$ cat src/rtl/alu_mc_pkg.sv
// rtl/alu_mc_pkg.sv - alu_mc op codes, alu_ctl field positions, FSM and shift-mode types
package alu_mc_pkg;

  // alu_ctl[3:0] operation codes
  localparam logic [3:0] ALUCTL_3to0_AND   = 4'b0000;
  localparam logic [3:0] ALUCTL_3to0_OR    = 4'b0001;
  localparam logic [3:0] ALUCTL_3to0_ADD   = 4'b0010;
  localparam logic [3:0] ALUCTL_3to0_SRL   = 4'b0011;
  localparam logic [3:0] ALUCTL_3to0_SRA   = 4'b0100;
  localparam logic [3:0] ALUCTL_3to0_SLL   = 4'b0101;
  localparam logic [3:0] ALUCTL_3to0_SUB   = 4'b0110;
  localparam logic [3:0] ALUCTL_3to0_SLT   = 4'b0111;
  localparam logic [3:0] ALUCTL_3to0_XOR   = 4'b1000;
  localparam logic [3:0] ALUCTL_3to0_CSRRW = 4'b1001;
  localparam logic [3:0] ALUCTL_3to0_CSRRS = 4'b1010;
  localparam logic [3:0] ALUCTL_3to0_CSRRC = 4'b1011;
  localparam logic [3:0] ALUCTL_3to0_SLTU  = 4'b1100;

  // alu_ctl branch-control bit indices
  localparam int ALUCTL_6 = 6;  // 0: equality, 1: less-than
  localparam int ALUCTL_5 = 5;  // less-than is unsigned
  localparam int ALUCTL_4 = 4;  // invert the branch condition

  typedef enum logic [1:0] {
    S_IDLE  = 2'd0,
    S_SHIFT = 2'd1,
    S_DONE  = 2'd2
  } state_e;

  typedef enum logic [1:0] {
    SH_SRL = 2'd0,
    SH_SRA = 2'd1,
    SH_SLL = 2'd2
  } sh_mode_e;

  function automatic logic is_shift_op(input logic [3:0] op);
    return (op == ALUCTL_3to0_SRL) || (op == ALUCTL_3to0_SRA) || (op == ALUCTL_3to0_SLL);
  endfunction

endpackage

$ cat src/rtl/alu_mc_shifter.sv
// rtl/alu_mc_shifter.sv - iterative shifter, SHIFT_STEP bits per cycle with remaining-count down-counter
module alu_mc_shifter
  import alu_mc_pkg::*;
#(
  parameter  int WIDTH      = 32,
  parameter  int SHIFT_STEP = 4,
  localparam int SHW        = $clog2(WIDTH)
) (
  input  logic             clk,
  input  logic             rst_n,
  input  logic             abort,
  input  logic             start,
  input  sh_mode_e         mode,
  input  logic [SHW-1:0]   shamt,
  input  logic [WIDTH-1:0] data,
  output logic             done,
  output logic [WIDTH-1:0] result
);

  localparam logic [SHW:0] STEP_L = SHIFT_STEP[SHW:0];

  logic [WIDTH-1:0] data_q;
  logic [SHW-1:0]   rem_q;
  sh_mode_e         mode_q;
  logic             busy_q;

  logic [SHW:0]     rem_ext;
  logic             last_step;
  logic [SHW:0]     amt;
  logic [WIDTH-1:0] shifted;

  // Step size is min(SHIFT_STEP, remaining); the final step finishes the op
  always_comb begin
    rem_ext   = {1'b0, rem_q};
    last_step = (rem_ext <= STEP_L);
    amt       = last_step ? rem_ext : STEP_L;
    shifted   = data_q;
    case (mode_q)
      SH_SRL:  shifted = data_q >> amt;
      SH_SRA:  shifted = $unsigned($signed(data_q) >>> amt);
      SH_SLL:  shifted = data_q << amt;
      default: shifted = data_q;
    endcase
    done   = busy_q && last_step;
    result = shifted;
  end

  // Load on start (caller guarantees shamt > 0), then one step per cycle until done or abort
  always_ff @(posedge clk) begin
    if (!rst_n) begin
      data_q <= '0;
      rem_q  <= '0;
      mode_q <= SH_SRL;
      busy_q <= 1'b0;
    end else if (abort) begin
      busy_q <= 1'b0;
    end else if (start) begin
      data_q <= data;
      rem_q  <= shamt;
      mode_q <= mode;
      busy_q <= 1'b1;
    end else if (busy_q) begin
      data_q <= shifted;
      rem_q  <= rem_q - amt[SHW-1:0];
      if (last_step) begin
        busy_q <= 1'b0;
      end
    end
  end

endmodule

$ cat src/rtl/alu_mc.sv
// rtl/alu_mc.sv - multi-cycle ALU with valid/ready handshakes, flush and iterative shifts
module alu_mc
  import alu_mc_pkg::*;
#(
  parameter  int WIDTH      = 32,
  parameter  int SHIFT_STEP = 4,
  localparam int SHW        = $clog2(WIDTH)
) (
  input  logic             clk,
  input  logic             rst_n,
  input  logic             flush,
  input  logic             in_valid,
  output logic             in_ready,
  input  logic [6:0]       alu_ctl,
  input  logic [WIDTH-1:0] a,
  input  logic [WIDTH-1:0] b,
  output logic             out_valid,
  input  logic             out_ready,
  output logic [WIDTH-1:0] result,
  output logic             branch_en
);

  state_e           state_q, state_d;
  logic [WIDTH-1:0] result_q, result_d;
  logic             branch_q, branch_d;

  logic [3:0]       op;
  logic [SHW-1:0]   shamt;
  logic [WIDTH:0]   sub_ext;
  logic [WIDTH-1:0] diff;
  logic             lt_u, lt_s, ovf;
  logic             illegal_op;
  logic [WIDTH-1:0] quick_res;
  logic             branch_new;
  logic             need_shift;
  sh_mode_e         sh_mode;
  logic             accept;
  logic             sh_start, sh_done;
  logic [WIDTH-1:0] sh_result;

  // Single-cycle datapath and branch decision on the presented operands
  always_comb begin
    op         = alu_ctl[3:0];
    shamt      = b[SHW-1:0];
    sub_ext    = {1'b0, a} - {1'b0, b};
    diff       = sub_ext[WIDTH-1:0];
    lt_u       = sub_ext[WIDTH];
    ovf        = (a[WIDTH-1] ^ b[WIDTH-1]) & (diff[WIDTH-1] ^ a[WIDTH-1]);
    lt_s       = diff[WIDTH-1] ^ ovf;
    illegal_op = (op >= 4'b1101);
    quick_res  = '0;
    case (op)
      ALUCTL_3to0_AND:   quick_res = a & b;
      ALUCTL_3to0_OR:    quick_res = a | b;
      ALUCTL_3to0_ADD:   quick_res = a + b;
      ALUCTL_3to0_SUB:   quick_res = diff;
      ALUCTL_3to0_SLT:   quick_res = {{(WIDTH-1){1'b0}}, lt_s};
      ALUCTL_3to0_XOR:   quick_res = a ^ b;
      ALUCTL_3to0_CSRRW: quick_res = a;
      ALUCTL_3to0_CSRRS: quick_res = a | b;
      ALUCTL_3to0_CSRRC: quick_res = ~a & b;
      ALUCTL_3to0_SLTU:  quick_res = {{(WIDTH-1){1'b0}}, lt_u};
      // zero-distance shifts complete here with the operand unchanged
      ALUCTL_3to0_SRL,
      ALUCTL_3to0_SRA,
      ALUCTL_3to0_SLL:   quick_res = a;
      default:           quick_res = '0;
    endcase
    if (illegal_op) begin
      branch_new = 1'b0;
    end else if (alu_ctl[ALUCTL_6]) begin
      branch_new = (alu_ctl[ALUCTL_5] ? lt_u : lt_s) ^ alu_ctl[ALUCTL_4];
    end else begin
      branch_new = (a == b) ^ alu_ctl[ALUCTL_4];
    end
    need_shift = is_shift_op(op) && (shamt != '0);
    case (op)
      ALUCTL_3to0_SRA: sh_mode = SH_SRA;
      ALUCTL_3to0_SLL: sh_mode = SH_SLL;
      default:         sh_mode = SH_SRL;
    endcase
  end

  // Handshake and next-state logic; flush overrides everything except reset
  always_comb begin
    in_ready = rst_n && !flush &&
               ((state_q == S_IDLE) || ((state_q == S_DONE) && out_ready));
    accept   = in_valid && in_ready;
    state_d  = state_q;
    result_d = result_q;
    branch_d = branch_q;
    sh_start = 1'b0;
    case (state_q)
      S_IDLE: begin
        if (accept) begin
          branch_d = branch_new;
          if (need_shift) begin
            state_d  = S_SHIFT;
            sh_start = 1'b1;
          end else begin
            state_d  = S_DONE;
            result_d = quick_res;
          end
        end
      end
      S_SHIFT: begin
        if (sh_done) begin
          state_d  = S_DONE;
          result_d = sh_result;
        end
      end
      S_DONE: begin
        if (out_ready) begin
          if (accept) begin
            branch_d = branch_new;
            if (need_shift) begin
              state_d  = S_SHIFT;
              sh_start = 1'b1;
            end else begin
              state_d  = S_DONE;
              result_d = quick_res;
            end
          end else begin
            state_d = S_IDLE;
          end
        end
      end
      default: state_d = S_IDLE;
    endcase
    if (flush) begin
      state_d  = S_IDLE;
      result_d = result_q;
      branch_d = branch_q;
      sh_start = 1'b0;
    end
  end

  // State, result and branch registers
  always_ff @(posedge clk) begin
    if (!rst_n) begin
      state_q  <= S_IDLE;
      result_q <= '0;
      branch_q <= 1'b0;
    end else begin
      state_q  <= state_d;
      result_q <= result_d;
      branch_q <= branch_d;
    end
  end

  alu_mc_shifter #(
    .WIDTH     (WIDTH),
    .SHIFT_STEP(SHIFT_STEP)
  ) u_shifter (
    .clk   (clk),
    .rst_n (rst_n),
    .abort (flush),
    .start (sh_start),
    .mode  (sh_mode),
    .shamt (shamt),
    .data  (a),
    .done  (sh_done),
    .result(sh_result)
  );

  assign out_valid = (state_q == S_DONE);
  assign result    = result_q;
  assign branch_en = branch_q;

endmodule

$ cat config.mk
export PLATFORM = sky130hd
export DESIGN_NAME = alu_mc
export DESIGN_NICKNAME = d
export VERILOG_FILES = /design/src/rtl/alu_mc_pkg.sv /design/src/rtl/alu_mc_shifter.sv /design/src/rtl/alu_mc.sv
export SDC_FILE = /design/constraint.sdc
export NUM_CORES = 1
export LEC_CHECK = 0
export ABC_AREA = 1
export ABC_CLOCK_PERIOD_IN_PS = 3050
export CAP_MARGIN = 40
export CORE_ASPECT_RATIO = 1.4
export CORE_MARGIN = 2
export CORE_UTILIZATION = 55
export CTS_CLUSTER_DIAMETER = 60
export DETAILED_ROUTE_END_ITERATION = 8
export PLACE_DENSITY = 0.79
export SETUP_SLACK_MARGIN = 0.02
export SYNTH_ARGS = -nofsm -noshare
export SYNTH_HDL_FRONTEND = slang
export SYNTH_SLANG_ARGS = --single-unit
$ cat constraint.sdc
create_clock -name clk -period 3.05 [get_ports clk]
set_clock_uncertainty 0.2 [all_clocks]
set_input_delay 0.4575 -clock clk [delete_from_list [all_inputs] [get_ports clk]]
set_output_delay 0.4575 -clock clk [all_outputs]
set_load 0.005 [all_outputs]
==> metrics.txt <==
xor/xnor cell area share of the yosys netlist=under 10%; vias in the first global route=17649; Clock power frac=between 20% and 30%; via count=18445; gr usage total=around 46%; Final Hold Fails=0; First DRT Iteration DRCs=between 1500 and 2000; ANT nets after route=0; largest cells by area after synthesis=nand2_1, dfxtp_1, ha_1, nand3_1, inv_1; Hold WC Path Type=register to register; Seq pwr share=a little under a quarter; Yosys top cell area share=21.1%; leakage=roughly 9.0 nW; DRC Markers=0; most frequent cell after synthesis=nand2_1; Die Y=185 um; critical path cell sequence=dlygate4sd2_1 > buf_4 > ha_1 > a21oi_2 > nand2_1 > nand2_1 > nand2_2 > buf_4 > buf_4 > buf_4 > buf_4 > buf_4 > buf_4 > buf_4 > inv_1 > nand2_1 > nand2_1 > nand3_1 > nand3_2 > nand2_1 > a21oi_1; CTS Root Buffer Type=clkbuf_16; GR Overflow Total=0; RD Place Congestion=~1.1; worst r2r dst=result[29]; Die X=133 um; Initial Utilization=between 50% and 60%; run status=completed; CTS clk-pin slew, worst paths=60 ps; crit path DAT=a little over 3000 ps; Critical Setup Path Class=primary input to register; CP endpoint kind=register; drt first pass iters=8; mux share of post-synthesis cell area=0%; total CTS buffers=9; Slew Limit Fails=0; M1 wire length=20500 um; Worst Hold Path EP=u_shifter.data_q[26]; Row Count=between 60 and 70; clk buf depth=2; Routed WL per cell=between 15 and 20 um; post-synth top area cell=nand2_1; EDFF count, synth=0; switch share=between 40% and 50%; Sw Pwr=1.84 mW; Yosys Warn Count=0; slowest stage cell on the critical path=dlygate4sd2_1; cts-stage hold buffer count=0; Async SR Flop Fraction=0%; most frequent CP cell=buf_4; FF-to-FF Start=u_shifter.rem_q[2]; core area=around 23000 um^2; hold_sp=u_shifter.data_q[26]; crit-path max cell delay=about 250 ps; clk_lat worst skew=around 340 ps; Gate power share=a little over half; Synth Area in Adders=10.8%; Worst VDD drop=between 0.0002 and 0.0003 V; syn_area_per_cell=~5.3 um^2; Reg2Reg Depth=11; final critical-path share of the clock period=between 90% and 100%; Unique masters post-synth=50; WL final=59000 um; Synth Area in Compound Gates=approximately a fifth; Synth top cells by count=nand2_1, inv_1, nand3_1, a21oi_1, nor2_1; met3 WL post-DR=6530 um; Mapped Nets=2609; Worst Setup Start Kind=primary input; largest net degree at the start of global routing=63; Worst slew margin=59.7%; die area=24700 um^2; share of post-route cells with drive strength above 1=between 20 and 25%; Antenna diodes=0; power per cell area=approximately 250 nW/um^2; Top FF cell, synth=dfxtp_1; WHS Path Cells=2; endpoints failing setup=0; Ports=about 110; first-pass GRT wire length=around 90000 um; H-tree depth=3; Util after Layout=between 70% and 80%; placed cell area=16400 um^2; Synth Register Bits=75; fin crit period=2980 ps; maximum clock frequency=approximately 340 MHz; design area=between 15000 and 20000 um^2; DP Wirelength=about 45000 um; Crit path required time=~3100 ps; largest family of logic cells by synthesized area=simple AND/OR/NAND/NOR gates; clock sinks=75; P_int=2.63 mW; # port buffers=110; met2 wire length=around 27000 um; vias per std cell=between 5 and 6; critical path peak fanout=4; Slew @ Worst Pin=605 ps; initial antenna violation count=3; Synth Area in Simple Gates=42.1%; post-synthesis cell count=between 2000 and 2500; CTS tree=done; sequential element share of the synthesized area=11.6%; synthesized area=about 13000 um^2; Top Layer Used=met5; area growth from synthesis to layout=35.8%; Layout Nets=just under 3000; R2R setup slack=between 400 and 500 ps; max_cap viols=0
==> layout make-up <==
| class | instances | area (um^2) |
|---|---|---|
| repair buffers | 466 | 3850 |
| well taps | 306 | 383 |
| inverters | 363 | 1360 |
| flip-flops and latches | 75 | 1500 |
| clock inverters | 7 | 73.8 |
| clock buffers | 9 | 225 |
| multi-input cells | 1879 | 10100 |
| fillers | 1962 | 5580 |
==> worst max path at each step <==
stage / to / start / slack [ps] / depth (start not counted)
after detailed placement: result[0] / b[11] / -690 / 19
after global routing: result[31] / a[17] / -30 / 19
after floorplan: result[31] / a[2] / 60 / 21
after global placement: result[31] / b[11] / -630 / 20
after CTS: result[31] / a[12] / 30 / 22
final: result[21] / a[16] / 70 / 21
==> state kept, by name, indices dropped and copies added (netlist names) <==
name              flops
u_shifter.mode_q      2
branch_en             1
u_shifter.rem_q       5
u_shifter.busy_q      1
u_shifter.data_q     32
result               32
state_q               2
==> worst max-delay path: cells and delay by family <==
kind,cells,cell delay (ps)
and+or+nand+nor,8,660
AOI/OAI and AO/OA,2,290
adders and majority gates,1,240
buffers and inverters,10,1400
==> cells by family after synthesis <==
kind of cell,Yosys count
compound gates,447
xor+xnor,29
fa+ha+maj,110
buf+inv,469
flops,75
other cells,1
simple gates,1292
==> timing repair <==
action	4_1_cts	5_1_grt
endpoints found under the setup margin	4	16
pin swaps	44	23
cloned	0	0
resized for setup	197	58
setup buffers	30	3
==> metal layers <==
layer / vias up / track usage (%)
li1: 8543 / -
met1: 8273 / 51.5
met2: 1267 / 78.9
met3: 356 / 8.24
met4: 6 / 31.1
met5: - / 0
==> layout by cell type (no fill, tap or decap), types with 72 or more instances in the layout <==
master / synthesis / final
inv_2: 18 / 72
nand2_1: 727 / 709
inv_1: 342 / 288
o21ai_0: 92 / 83
buf_4: 7 / 335
dfxtp_1: 75 / 75
a21oi_1: 203 / 196
nor2_1: 192 / 174
nand3_1: 265 / 257
==> power groups by stage <==
stage	clock network (mW)	logic [mW]	registers (mW)
2_1_floorplan	0	1.05	1.04
3_3_place_gp	0	2.04	1.04
3_5_place_dp	0	2.07	1.04
4_1_cts	1.08	2.23	1.02
5_1_grt	1.12	2.52	1.02
6_report	1.09	2.36	1.02
==> stage by stage <==
stage          total power [mW]  instances  setup TNS, ps  hold slack [ps]  setup slack, ps
6_report                   4.47       3105              0              281             72.5
2_1_floorplan              2.09       2423              0              245             56.1
4_1_cts                    4.32       3102              0              282             26.4
3_3_place_gp               3.08       3056          -5960              255             -626
5_1_grt                    4.66       3105          -30.3              300            -29.2
3_5_place_dp               3.12       3056          -6650              273             -693
No activity file was read; power rests on OpenSTA's default activity.
